File: config.mk
export PLATFORM = sky130hd
export DESIGN_NAME = vec_delay_line
export DESIGN_NICKNAME = d
export VERILOG_FILES = /design/src/rtl/vec_delay_line.sv
export SDC_FILE = /design/constraint.sdc
export NUM_CORES = 1
export LEC_CHECK = 0
export CORE_AREA = 2 2 39 41
export CTS_CLUSTER_DIAMETER = 30
export CTS_CLUSTER_SIZE = 20
export DETAILED_ROUTE_END_ITERATION = 6
export DIE_AREA = 0 0 41 43
export PLACE_DENSITY_LB_ADDON = 0.12
export SYNTH_ARGS = -nofsm -noshare
export SYNTH_HDL_FRONTEND = slang
export SYNTH_SLANG_ARGS = --single-unit
export TNS_END_PERCENT = 10
File: constraint.sdc
create_clock -name clk_i -period 0.8 [get_ports clk_i]
set_input_delay 0.24 -clock clk_i [delete_from_list [all_inputs] [get_ports clk_i]]
set_output_delay 0.24 -clock clk_i [all_outputs]
set_load 0.1 [all_outputs]
File: src/rtl/vec_delay_line.sv
`default_nettype none
// ============================================================================
// vec_delay_line : DEPTH-stage valid+data shift register aligning vectors
// with the DUT response that appears DEPTH cycles later.  Rev 1.0
// ============================================================================
module vec_delay_line #(
    parameter int DEPTH  = 1,
    parameter int DATA_W = 4
) (
    input  logic              clk_i,
    input  logic              rst_n_i,
    input  logic              clear_i,
    input  logic              valid_i,
    input  logic [DATA_W-1:0] data_i,
    output logic              valid_o,
    output logic [DATA_W-1:0] data_o
);

    logic [DEPTH-1:0]  valid_q;
    logic [DEPTH-1:0]  valid_d;
    logic [DATA_W-1:0] data_q [DEPTH];
    logic [DATA_W-1:0] data_d [DEPTH];

    generate
        for (genvar g = 0; g < DEPTH; g++) begin : g_stage
            if (g == 0) begin : g_head
                assign valid_d[g] = valid_i;
                assign data_d[g]  = data_i;
            end else begin : g_tail
                assign valid_d[g] = valid_q[g-1];
                assign data_d[g]  = data_q[g-1];
            end
        end
    endgenerate

    always_ff @(posedge clk_i) begin
        if (!rst_n_i || clear_i) begin
            valid_q <= '0;
            for (int i = 0; i < DEPTH; i++) begin
                data_q[i] <= '0;
            end
        end else begin
            valid_q <= valid_d;
            data_q  <= data_d;
        end
    end

    assign valid_o = valid_q[DEPTH-1];
    assign data_o  = data_q[DEPTH-1];

endmodule
`default_nettype wire

After elaboration in Yosys (flattened, before gate mapping)
Index checks and enable logic that the tools add are counted.
Storage, ports and cells
  register bits after elaboration: 5
  output and inout bits: 5
  input port bits: 8
Cells by class
  reductions and logical operators: 2
Operators by type and width (number)
  $logic_not A1 Y1: 1
  $logic_or A1 B1 Y1: 1

Logic depth before layout (Yosys ltp)
  depth after elaboration: 2
  depth in mapped cells: 1

Worst setup path after synthesis
Ideal clock, no wire load.
  kind: register to output
  start: reg data_q (netlist bit data_o[0])
  end: out data_o[0]
  required time: 0.560 ns
  slack: -0.349 ns
  stages on the path, launching flop included: 1
  buffers on the path: 0
  arrival: 0.909 ns
  cell sequence: dfxtp_1
RTL lines
  from (decl): RTL line 21  | logic [DATA_W-1:0] data_q [DEPTH];
  from (signal assigned): RTL line 44  | data_q <= data_d;
  to (decl): RTL line 16  | output logic [DATA_W-1:0] data_o
No word-level cell between the ends.

Worst setup path after layout
  start: reg data_q (netlist bit data_o[1])
  end: out data_o[1]
No word-level cell between the ends.

==> results.md <==
* Most frequent cells in the layout: 6 x clkdlybuf4s50_1, 5 x and3b_1, 5 x buf_12, 4 x dfxtp_2, 3 x clkbuf_4
* Largest net degree at the start of global routing at 6
* WP buf/inv at 1
* VDD IR max at 0.4111 mV
* Die H at 43 um
* Synth Warn # at 0
* Synth area leaders: dfxtp_1 70%, and3b_1 30%
* Yosys top cell by area: dfxtp_1
* Post-synth top area share at 0.6957
* Vias per cell at 2.976
* Worst Hold Class: in2reg
* Tot GR Track Use at 0.05533
* Worst path top cell family by delay: flip-flops
* Share of cells above drive strength 1 at 0.5000
* CTS tree: built
* Failing checks: negative setup slack
* Setup WS post-layout at -0.1793 ns
* Clk sink count at 5
* Worst Max-Slew Pin Slew at 0.1215 ns
* Crit-path cells: buf_12
* Clk pin slew, worst setup/hold paths at 0.04 ns
* FILL cells at 153
* Synthesized area per cell at 14.39 sq um
* Vias at 125
* RSZ-0062 raised after global routing: true
* Die area at 1763 sq um
* Max Freq at 1021 MHz
* Cells after Synth at 10
* Sequential fraction of the synthesis area at 0.6957
* N_diodes at 0
* Pre-antenna DRT Iters at 1
* Seq cells post-synth at 5
* Setup CP Type: reg2out
* CP arrival at 0.74 ns
* Placed cell areas at 342.8 sq um
* Outcome: complete, but fails checks
* Clock Path Buffers at 2
* Core Region at 1384 sq um
* CTS Root Cell: clkbuf_4
* Final total power at 0.0007059 W
* Max-cap violations at 0
* I/O pin cnt at 13
* CTS Buf Count at 3
* Nets at 35
* FP Rows at 14
* Final Max Tran Viols at 0
* Vias in the first global route at 141
* Die W at 41 um
* DR iter-0 viols at 0
* Initial cell density of the core at 0.1040
* Placer Congestion at 0.5768
* Worst setup SP type: register
* Final hold viol count at 0
* DRC Markers at 0
* Slowest stage cell, crit path: dfxtp_2
* Commonest non-fill, non-tap cell in the layout: clkdlybuf4s50_1
* Drt total wl at 310 um
* Routed len/inst at 7.381 um
* Area delta synth->final at 155.7%
* Finished Cell Area at 367.9 sq um
* Final Setup Violations at 5
* Leakage power at 0.1646 nW
* Power per cell area at 1919 nW/um^2
* Max stage delay on crit path at 0.33 ns
* Shortest period the worst path allows at 0.9793 ns
* I/O Buffers at 12
* Initial antenna violation count at 0
* Synth Cell Area at 143.9 sq um
* Global-route wire length before repair at 496 um
* Final period util at 1.224
* Hold_ws at 0.4691 ns
* Antenna Nets Post-Route at 0
* Critical path fanouts, max at 1
* Data required time of the worst path at 0.56 ns
* Max-slew headroom at 0.9187
* Synth unique cells at 2
* CP endpoint kind: output port
* Grt total ovfl at 0
* Post-CTS Setup Inserts at 0
* Synth Net Count at 18
* H-Tree Level Count at 1
==> cell families after synthesis <==
kind of cell / Yosys count / synth area share
DFF: 5 / 0.6957
and+or+nand+nor: 5 / 0.3043
==> state kept, by name, summed over array words and instances, names as in the netlist <==
signal / count
data_o: 4
valid_o: 1
==> per-stage QoR <==
step                      worst slack, ns  setup TNS [ns]  instances    util
after global placement            -0.2648          -1.307         38  0.2477
after floorplan                  -0.06578         -0.2631         10       -
after CTS                         -0.1942         -0.9525         42  0.2658
final                             -0.1793         -0.8834         42  0.2658
after global routing              -0.2083          -1.012         42  0.2658
after detailed placement          -0.2657          -1.317         38  0.2477
==> where the power goes <==
| group | switching (W) | leakage, nW | internal (W) |
|---|---|---|---|
| Combinational | 0.0000853 | 0.106 | 0.0000726 |
| Clock | 0.0000920 | 0.0150 | 0.000188 |
| Sequential | 0.00000777 | 0.0433 | 0.000260 |
==> final timing paths <==
| path | cells after the start | slack, ns | endpoint | from |
|---|---|---|---|---|
| setup / recovery | 1 | -0.18 | data_o[1] | data_o[1]$_SDFF_PP0_ |
| hold / removal | 2 | 0.47 | data_o[0]$_SDFF_PP0_ | clear_i |
==> cell usage after synthesis <==
cell and count:
dfxtp_1 5, and3b_1 5
==> layer usage <==
metal | global-route usage | wire, um | vias to the layer above
li1 | - | - | 66
met1 | 0.03560 | 86 | 49
met2 | 0.06250 | 168 | 8
met3 | 0.01571 | 33 | 2
met4 | 0.1400 | 22 | 0
met5 | 0 | 0 | -
==> final cells by class <==
type / count / area, sq um / area share
repair buffers: 12 / 168.9 / 0.4592
flip-flops and latches: 5 / 108.9 / 0.2959
multi-input cells: 5 / 43.79 / 0.1190
clock buffers: 4 / 26.28 / 0.07143
well taps: 16 / 20.02 / 0.05442
==> repair_timing <==
action                                  in CTS  in global routing
gates cloned                                 0                  0
gates resized for setup                      1                  0
endpoints found under the setup margin      10                  5
hold buffers                                 0                  0
Power figures use the tool's default switching activity.
